### config.mk
export PLATFORM = sky130hd
export DESIGN_NAME = kbd_ps2_scan
export DESIGN_NICKNAME = d
export VERILOG_FILES = /design/src/rtl/kbd_pkg.sv /design/src/rtl/ps2_rx.sv /design/src/rtl/kbd_ps2_scan.sv
export SDC_FILE = /design/constraint.sdc
export NUM_CORES = 1
export LEC_CHECK = 0
export BUFFER_PORTS_ARGS = -buffer_cell sky130_fd_sc_hd__buf_2
export CORE_UTILIZATION = 50
export DETAILED_ROUTE_END_ITERATION = 12
export GPL_TIMING_DRIVEN = 0
export PLACE_DENSITY = 0.7
export SETUP_SLACK_MARGIN = 0.02
export SYNTH_ARGS = -nofsm -noshare
export SYNTH_HDL_FRONTEND = slang
export SYNTH_SLANG_ARGS = --single-unit
### constraint.sdc
create_clock -name clk -period 2 [get_ports clk]
set_input_delay 0.4 -clock clk [delete_from_list [all_inputs] [get_ports clk]]
set_output_delay 0.4 -clock clk [all_outputs]
set_load 0.1 [all_outputs]
### src/rtl/kbd_pkg.sv
// kbd_pkg: constants and types shared by the PS/2 keyboard front end.
//   Scan-code prefixes and special keys, the Pause-sequence skip count,
//   receiver frame-state encodings, the decoded key-event record and an
//   odd-parity helper.
// Optional feature macro: KBD_PARITY_CHECK_EN (used by ps2_rx).
package kbd_pkg;

    localparam logic [7:0] SC_EXT    = 8'hE0;
    localparam logic [7:0] SC_BREAK  = 8'hF0;
    localparam logic [7:0] SC_PAUSE  = 8'hE1;
    localparam logic [7:0] SC_LSHIFT = 8'h12;
    localparam logic [7:0] SC_RSHIFT = 8'h59;

    // Bytes that still follow an E1 in the Pause make/break sequence.
    localparam logic [2:0] PAUSE_SKIP = 3'd7;

    // Receiver frame states.
    localparam logic [1:0] RX_IDLE   = 2'd0;
    localparam logic [1:0] RX_DATA   = 2'd1;
    localparam logic [1:0] RX_PARITY = 2'd2;
    localparam logic [1:0] RX_STOP   = 2'd3;

    typedef struct packed {
        logic [7:0] code;
        logic       shift;
        logic       ext;
    } key_evt_t;

    // PS/2 uses odd parity: data bits plus parity bit hold an odd number of ones.
    function automatic logic odd_parity_ok(input logic [7:0] data, input logic par);
        return ^{data, par};
    endfunction

endpackage

### src/rtl/ps2_rx.sv
// ps2_rx: PS/2 frame receiver.
//   Synchronises ps2_clk/ps2_dat, glitch-filters ps2_clk, samples data on
//   accepted falling edges and assembles start/8 data (LSB first)/parity/stop
//   frames. A stalled frame is aborted after TIMEOUT_CYC cycles without an edge.
// Ports:
//   clk, reset        system clock, synchronous active-high reset
//   ps2_clk, ps2_dat  raw asynchronous PS/2 lines
//   rx_byte           received byte (valid while byte_vld is high)
//   byte_vld          one-cycle pulse on the stop-bit edge of a good frame
//   err               one-cycle pulse on bad start/stop, timeout or parity
// Optional feature macro: KBD_PARITY_CHECK_EN enables the odd-parity check.
module ps2_rx
    import kbd_pkg::*;
#(
    parameter int unsigned FILTER_LEN  = 4,
    parameter int unsigned TIMEOUT_CYC = 50000
) (
    input  logic       clk,
    input  logic       reset,
    input  logic       ps2_clk,
    input  logic       ps2_dat,
    output logic [7:0] rx_byte,
    output logic       byte_vld,
    output logic       err
);

    localparam int unsigned FW = $clog2(FILTER_LEN + 1);
    localparam int unsigned TW = $clog2(TIMEOUT_CYC + 1);

    logic          clk_s1_q, clk_s2_q, dat_s1_q, dat_s2_q;
    logic          clk_f_q, clk_f_d;
    logic [FW-1:0] flt_cnt_q, flt_cnt_d;
    logic          edge_acc, fall;
    logic [1:0]    state_q, state_d;
    logic [2:0]    bit_cnt_q, bit_cnt_d;
    logic [7:0]    sh_q, sh_d;
    logic [TW-1:0] to_q, to_d;
    logic          par_ok;
`ifdef KBD_PARITY_CHECK_EN
    logic          par_q, par_d;
    assign par_ok = odd_parity_ok(sh_q, par_q);
`else
    assign par_ok = 1'b1;
`endif

    // Filtered clock only flips after FILTER_LEN consecutive differing samples.
    always_comb begin
        clk_f_d   = clk_f_q;
        flt_cnt_d = flt_cnt_q;
        edge_acc  = 1'b0;
        if (clk_s2_q == clk_f_q) begin
            flt_cnt_d = '0;
        end else if (flt_cnt_q == FW'(FILTER_LEN - 1)) begin
            clk_f_d   = clk_s2_q;
            flt_cnt_d = '0;
            edge_acc  = 1'b1;
        end else begin
            flt_cnt_d = flt_cnt_q + 1'b1;
        end
    end

    assign fall = edge_acc & ~clk_s2_q;

    always_comb begin
        state_d   = state_q;
        bit_cnt_d = bit_cnt_q;
        sh_d      = sh_q;
`ifdef KBD_PARITY_CHECK_EN
        par_d     = par_q;
`endif
        byte_vld  = 1'b0;
        err       = 1'b0;
        to_d      = (state_q == RX_IDLE || edge_acc) ? '0 : to_q + 1'b1;

        if (state_q != RX_IDLE && !edge_acc && to_q == TW'(TIMEOUT_CYC - 1)) begin
            err     = 1'b1;
            state_d = RX_IDLE;
            to_d    = '0;
        end else if (fall) begin
            case (state_q)
                RX_IDLE: begin
                    if (!dat_s2_q) begin
                        state_d   = RX_DATA;
                        bit_cnt_d = '0;
                    end else begin
                        err = 1'b1;
                    end
                end
                RX_DATA: begin
                    sh_d      = {dat_s2_q, sh_q[7:1]};
                    bit_cnt_d = bit_cnt_q + 1'b1;
                    if (bit_cnt_q == 3'd7) state_d = RX_PARITY;
                end
                RX_PARITY: begin
`ifdef KBD_PARITY_CHECK_EN
                    par_d   = dat_s2_q;
`endif
                    state_d = RX_STOP;
                end
                default: begin
                    state_d = RX_IDLE;
                    if (dat_s2_q && par_ok) byte_vld = 1'b1;
                    else                    err      = 1'b1;
                end
            endcase
        end
    end

    always_ff @(posedge clk) begin
        if (reset) begin
            // Lines idle high, so sync and filter start high: no spurious edge.
            clk_s1_q  <= 1'b1;
            clk_s2_q  <= 1'b1;
            dat_s1_q  <= 1'b1;
            dat_s2_q  <= 1'b1;
            clk_f_q   <= 1'b1;
            flt_cnt_q <= '0;
            state_q   <= RX_IDLE;
            bit_cnt_q <= '0;
            sh_q      <= '0;
            to_q      <= '0;
`ifdef KBD_PARITY_CHECK_EN
            par_q     <= 1'b0;
`endif
        end else begin
            clk_s1_q  <= ps2_clk;
            clk_s2_q  <= clk_s1_q;
            dat_s1_q  <= ps2_dat;
            dat_s2_q  <= dat_s1_q;
            clk_f_q   <= clk_f_d;
            flt_cnt_q <= flt_cnt_d;
            state_q   <= state_d;
            bit_cnt_q <= bit_cnt_d;
            sh_q      <= sh_d;
            to_q      <= to_d;
`ifdef KBD_PARITY_CHECK_EN
            par_q     <= par_d;
`endif
        end
    end

    assign rx_byte = sh_q;

endmodule

### src/rtl/kbd_ps2_scan.sv
// kbd_ps2_scan: PS/2 keyboard front end for the scan-code-to-ASCII translator.
//   ps2_rx assembles bytes; this level resolves E0/F0/E1 prefixes, tracks both
//   Shift keys and strobes one {shift, code, ext} event per make code.
// Ports:
//   clk, reset        system clock, synchronous active-high reset
//   ps2_clk, ps2_dat  raw asynchronous PS/2 lines
//   code, shift, ext  last make event (held until the next stb)
//   stb               one-cycle pulse when code/shift/ext are new
//   key_held          high from the last make until its matching break
//   frame_err         one-cycle pulse on a receive error
// Optional feature macro: KBD_PARITY_CHECK_EN enables the odd-parity check.
module kbd_ps2_scan
    import kbd_pkg::*;
#(
    parameter int unsigned FILTER_LEN  = 4,
    parameter int unsigned TIMEOUT_CYC = 50000
) (
    input  logic       clk,
    input  logic       reset,
    input  logic       ps2_clk,
    input  logic       ps2_dat,
    output logic [7:0] code,
    output logic       shift,
    output logic       ext,
    output logic       stb,
    output logic       key_held,
    output logic       frame_err
);

    logic [7:0] rx_byte;
    logic       byte_vld, rx_err;

    ps2_rx #(
        .FILTER_LEN  (FILTER_LEN),
        .TIMEOUT_CYC (TIMEOUT_CYC)
    ) u_rx (
        .clk      (clk),
        .reset    (reset),
        .ps2_clk  (ps2_clk),
        .ps2_dat  (ps2_dat),
        .rx_byte  (rx_byte),
        .byte_vld (byte_vld),
        .err      (rx_err)
    );

    key_evt_t   evt_q, evt_d;
    logic [2:0] skip_q, skip_d;
    logic       ext_flag_q, ext_flag_d, brk_flag_q, brk_flag_d;
    logic       shift_l_q, shift_l_d, shift_r_q, shift_r_d;
    logic       stb_q, stb_d, held_q, held_d, ferr_q, ferr_d;

    always_comb begin
        evt_d      = evt_q;
        skip_d     = skip_q;
        ext_flag_d = ext_flag_q;
        brk_flag_d = brk_flag_q;
        shift_l_d  = shift_l_q;
        shift_r_d  = shift_r_q;
        held_d     = held_q;
        stb_d      = 1'b0;
        ferr_d     = rx_err;

        if (byte_vld) begin
            if (skip_q != 3'd0) begin
                skip_d = skip_q - 1'b1;
            end else if (rx_byte == SC_PAUSE) begin
                skip_d = PAUSE_SKIP;
            end else if (rx_byte == SC_EXT) begin
                ext_flag_d = 1'b1;
            end else if (rx_byte == SC_BREAK) begin
                brk_flag_d = 1'b1;
            end else begin
                ext_flag_d = 1'b0;
                brk_flag_d = 1'b0;
                if (rx_byte == SC_LSHIFT && !ext_flag_q) begin
                    shift_l_d = !brk_flag_q;
                end else if (rx_byte == SC_RSHIFT && !ext_flag_q) begin
                    shift_r_d = !brk_flag_q;
                end else if (rx_byte == SC_LSHIFT) begin
                    // E0 12 is the fake shift some keyboards wrap around keys.
                end else if (!brk_flag_q) begin
                    evt_d.code  = rx_byte;
                    evt_d.shift = shift_l_q | shift_r_q;
                    evt_d.ext   = ext_flag_q;
                    stb_d       = 1'b1;
                    held_d      = 1'b1;
                end else if (rx_byte == evt_q.code && ext_flag_q == evt_q.ext) begin
                    held_d = 1'b0;
                end
            end
        end
    end

    always_ff @(posedge clk) begin
        if (reset) begin
            evt_q      <= '0;
            skip_q     <= '0;
            ext_flag_q <= 1'b0;
            brk_flag_q <= 1'b0;
            shift_l_q  <= 1'b0;
            shift_r_q  <= 1'b0;
            stb_q      <= 1'b0;
            held_q     <= 1'b0;
            ferr_q     <= 1'b0;
        end else begin
            evt_q      <= evt_d;
            skip_q     <= skip_d;
            ext_flag_q <= ext_flag_d;
            brk_flag_q <= brk_flag_d;
            shift_l_q  <= shift_l_d;
            shift_r_q  <= shift_r_d;
            stb_q      <= stb_d;
            held_q     <= held_d;
            ferr_q     <= ferr_d;
        end
    end

    assign code      = evt_q.code;
    assign shift     = evt_q.shift;
    assign ext       = evt_q.ext;
    assign stb       = stb_q;
    assign key_held  = held_q;
    assign frame_err = ferr_q;

endmodule

==> metrics.cfg <==
[yosys]
synth_top_area_share_pct=44.2
async_flop_share_pct=0
synth_seq_cells=57
yosys.cell_types.count=45
avgSynthCellArea_um2=9.12
netlist_instances=283
seq_area_frac_synth_pct=44.2
yosysWarnings=0
synth_edf_count=0
syn-num-nets=298
synth_area_leaders=dfxtp_1 44%, nor2_1 6.7%, mux2i_1 5.4%
synth_top_area_cell=dfxtp_1
synth_area_um2=2580
synthFlopType=dfxtp_1

[finish]
design_area_um2=3070
drive_gt1_share_pct=21.4
fin_nets=336
regArea_um2=1150
n_fill_cell=429
syn_to_final_growth_pct=19.1
multi_input_area_um2=1410
antenna_cells=0

[floorplanning]
start_util_pct=53.2
die_w_um=73.9
io_pins=17
rows=25
core_area_um2=4850
dieArea_um2=5450
die_h_um=73.9

[setup_path]
max_stage_delay_ns=0.34
worstSetupPathType=register to register
r2r_cells=9
crit_family=compound AO/OA/AOI/OAI gates
worstPathRequired_ns=2.19
crit_chain=ha_4 > ha_4 > and3b_1 > buf_6 > nand4_4 > buf_6 > a211o_1 > o41ai_2 > a21oi_1
worstSetupStartpointType=register
worst-r2r-setup-slack_ns=0.05
critPathSlowestCell=dfxtp_2
end_kind=register
rr_startpoint=u_rx.flt_cnt_q[1]
worst-path-buf-inv=2
crit_fanout=4
r2r_end=key_held
critPathArrivalTime_ns=2.14

[timing]
hold_ws_ns=0.249
fin_tns_setup_ns=0
finalSetupViolations=0
finalHoldViolations=0
period_share_pct=97.5
min_period_ns=1.95
max_clock_freq_mhz=513
worst_pin_slew_ns=0.551
rsz0062_at_grt=true
skew_ns=0.00509
slew_violations=0
slew-limit-headroom_pct=63.3

[clock_network]
cts_buffers=9
cts_tree=built
clk_latency_ns=0.33
clk_pin_slew_worst_paths_ns=0.06
clock-root-buffer=clkbuf_8
cts_buffer_depth=2
cts.htree.levels=3
cts_sinks=57

[power_and_ir_drop]
intPower_uw=1630
power.total_uw=2060
p_comb_share_pct=1.3
p_leak_uw=0.00115
switching_share_pct=20.5
p_per_area_nw_per_um2=669
p_clk_share_pct=43.1
seqPwrFrac_pct=55.6
p_switching_uw=422
ir_drop_uv=514

[placed_design]
place_area_um2=2750
place_congestion=0.763
io_buffers=16
dp.final_hpwl_um=3210

[grt]
grt_max_degree=11
grt_pass1_vias=1860
grt_use_met2_pct=33.6
globalRouteMet1Util_pct=24.0
busiest_layer=met2
antenna_found_initial=0
grt.met3_usage_pct=7.82
grt_use_total_pct=20.6
overflow=0
grt_first_pass_wirelength_um=8220

[routing]
vias_per_cell=5.11
dr.pass1.iters=4
totalWireLength_um=4840
wl_per_cell_um=12.4
ant_nets=0
drt_iter0_markers=60
drc=0
dr_total_vias=1989

[min_path]
min_path_cells=2
hold_class=input pin to register
min_from=ps2_dat
hold_path_end=u_rx.dat_s1_q

[flow_run]
maxCapViolations=0

[outcome]
status=finished, final reports clean

## per-stage QoR
stage                     utilization, %  setup slack (ns)  instances
after floorplan                        -            0.0437        283
after global placement              56.6            -0.126        366
after detailed placement            56.6            -0.168        366
after CTS                           62.2           -0.0722        386
after global routing                63.4           -0.0485        389
final                               63.4            0.0499        389
## cells in the final DEF, fill, tap and decap left out, types with 3 or more instances in the layout
cell type,instances
dfxtp_1,53
nor2_1,46
nand2_1,27
buf_2,17
xor2_1,14
mux2i_1,14
a21oi_1,13
clkbuf_8,11
inv_1,10
xnor2_1,10
ha_1,9
nand3_1,8
buf_4,8
buf_6,6
nor3_1,6
clkbuf_1,5
or2_2,5
and3_1,4
a211oi_1,4
dfxtp_2,4
nand4b_1,3
nand4_1,3
and2_1,3
a22oi_1,3
## layer usage
layer  vias up  part of all wire, %
met5         -                    0
met4         0                  2.2
met3         8                  4.2
met2        40                   47
met1       906                   46
li1       1035                    -
## cells in the mapped netlist, types with 2 or more instances
cell	instances
xor2_1	14
a21boi_0	2
and3_1	4
a21oi_1	14
nor4_1	3
a22oi_1	3
nand3_1	9
or2_2	5
mux2i_1	14
nand4b_1	3
nor2b_1	3
clkbuf_1	6
ha_1	11
a211oi_1	4
and2_1	3
dfxtp_1	57
nor3_1	6
xnor2_1	10
buf_6	2
a211o_1	2
nor2_1	46
inv_1	10
nand2_1	27
o21ai_0	2
nand4_1	3
## state kept, by name, summed over array words and instances (netlist names)
register / cells
u_rx.dat_s1_q: 1
u_rx.bit_cnt_q: 3
u_rx.to_q: 16
u_rx.clk_s2_q: 1
shift_l_q: 1
u_rx.state_q: 2
ext: 1
code: 8
shift_r_q: 1
key_held: 1
brk_flag_q: 1
u_rx.clk_s1_q: 1
u_rx.dat_s2_q: 1
stb: 1
u_rx.flt_cnt_q: 3
u_rx.rx_byte: 8
u_rx.clk_f_q: 1
ext_flag_q: 1
skip_q: 3
frame_err: 1
shift: 1
## cells by family after synthesis
family / after synthesis / share of synthesized area (%)
fa+ha+maj: 11 / 5.33
mux: 14 / 5.43
flops: 57 / 44.2
compound gates: 33 / 9.11
simple gates: 123 / 23.9
xor+xnor: 24 / 8.14
buf+inv: 21 / 3.88
## worst max path at each step
stage	slack (ns)	from	endpoint	depth (start not counted)
detailed placement	-0.17	u_rx.flt_cnt_q[0]	code[1]	9
finish	0.05	u_rx.flt_cnt_q[1]	key_held	9
CTS	-0.07	u_rx.flt_cnt_q[0]	code[1]	10
global placement	-0.13	u_rx.flt_cnt_q[0]	code[2]	9
floorplan	0.04	u_rx.flt_cnt_q[0]	code[5]	9
global route	-0.05	u_rx.flt_cnt_q[0]	code[2]	10
## timing repair
action                                  CTS  global route
endpoints found under the setup margin   23            20
setup buffers                             8             3
hold buffers                              0             0
resized for setup                        14            10
pin swaps                                 4             4
## layout make-up
class / instances / share of cell area, %
Tap cell: 67 / 2.73
Multi-Input combinational cell: 205 / 45.8
Clock buffer: 11 / 4.92
Sequential cell: 57 / 37.3
Buffer: 11 / 2.20
Inverter: 10 / 1.22
Timing Repair Buffer: 27 / 5.66
Clock inverter: 1 / 0.163
## power groups by stage
stage / Combinational (µW) / Sequential [µW] / Clock, µW
4_1_cts: 25.9 / 1140 / 920
5_1_grt: 29.3 / 1140 / 968
3_5_place_dp: 25.6 / 1170 / 0
2_1_floorplan: 16.0 / 1170 / 0
6_report: 26.0 / 1140 / 886
3_3_place_gp: 25.1 / 1170 / 0
Note: power is estimated with default switching activity, not from simulation.
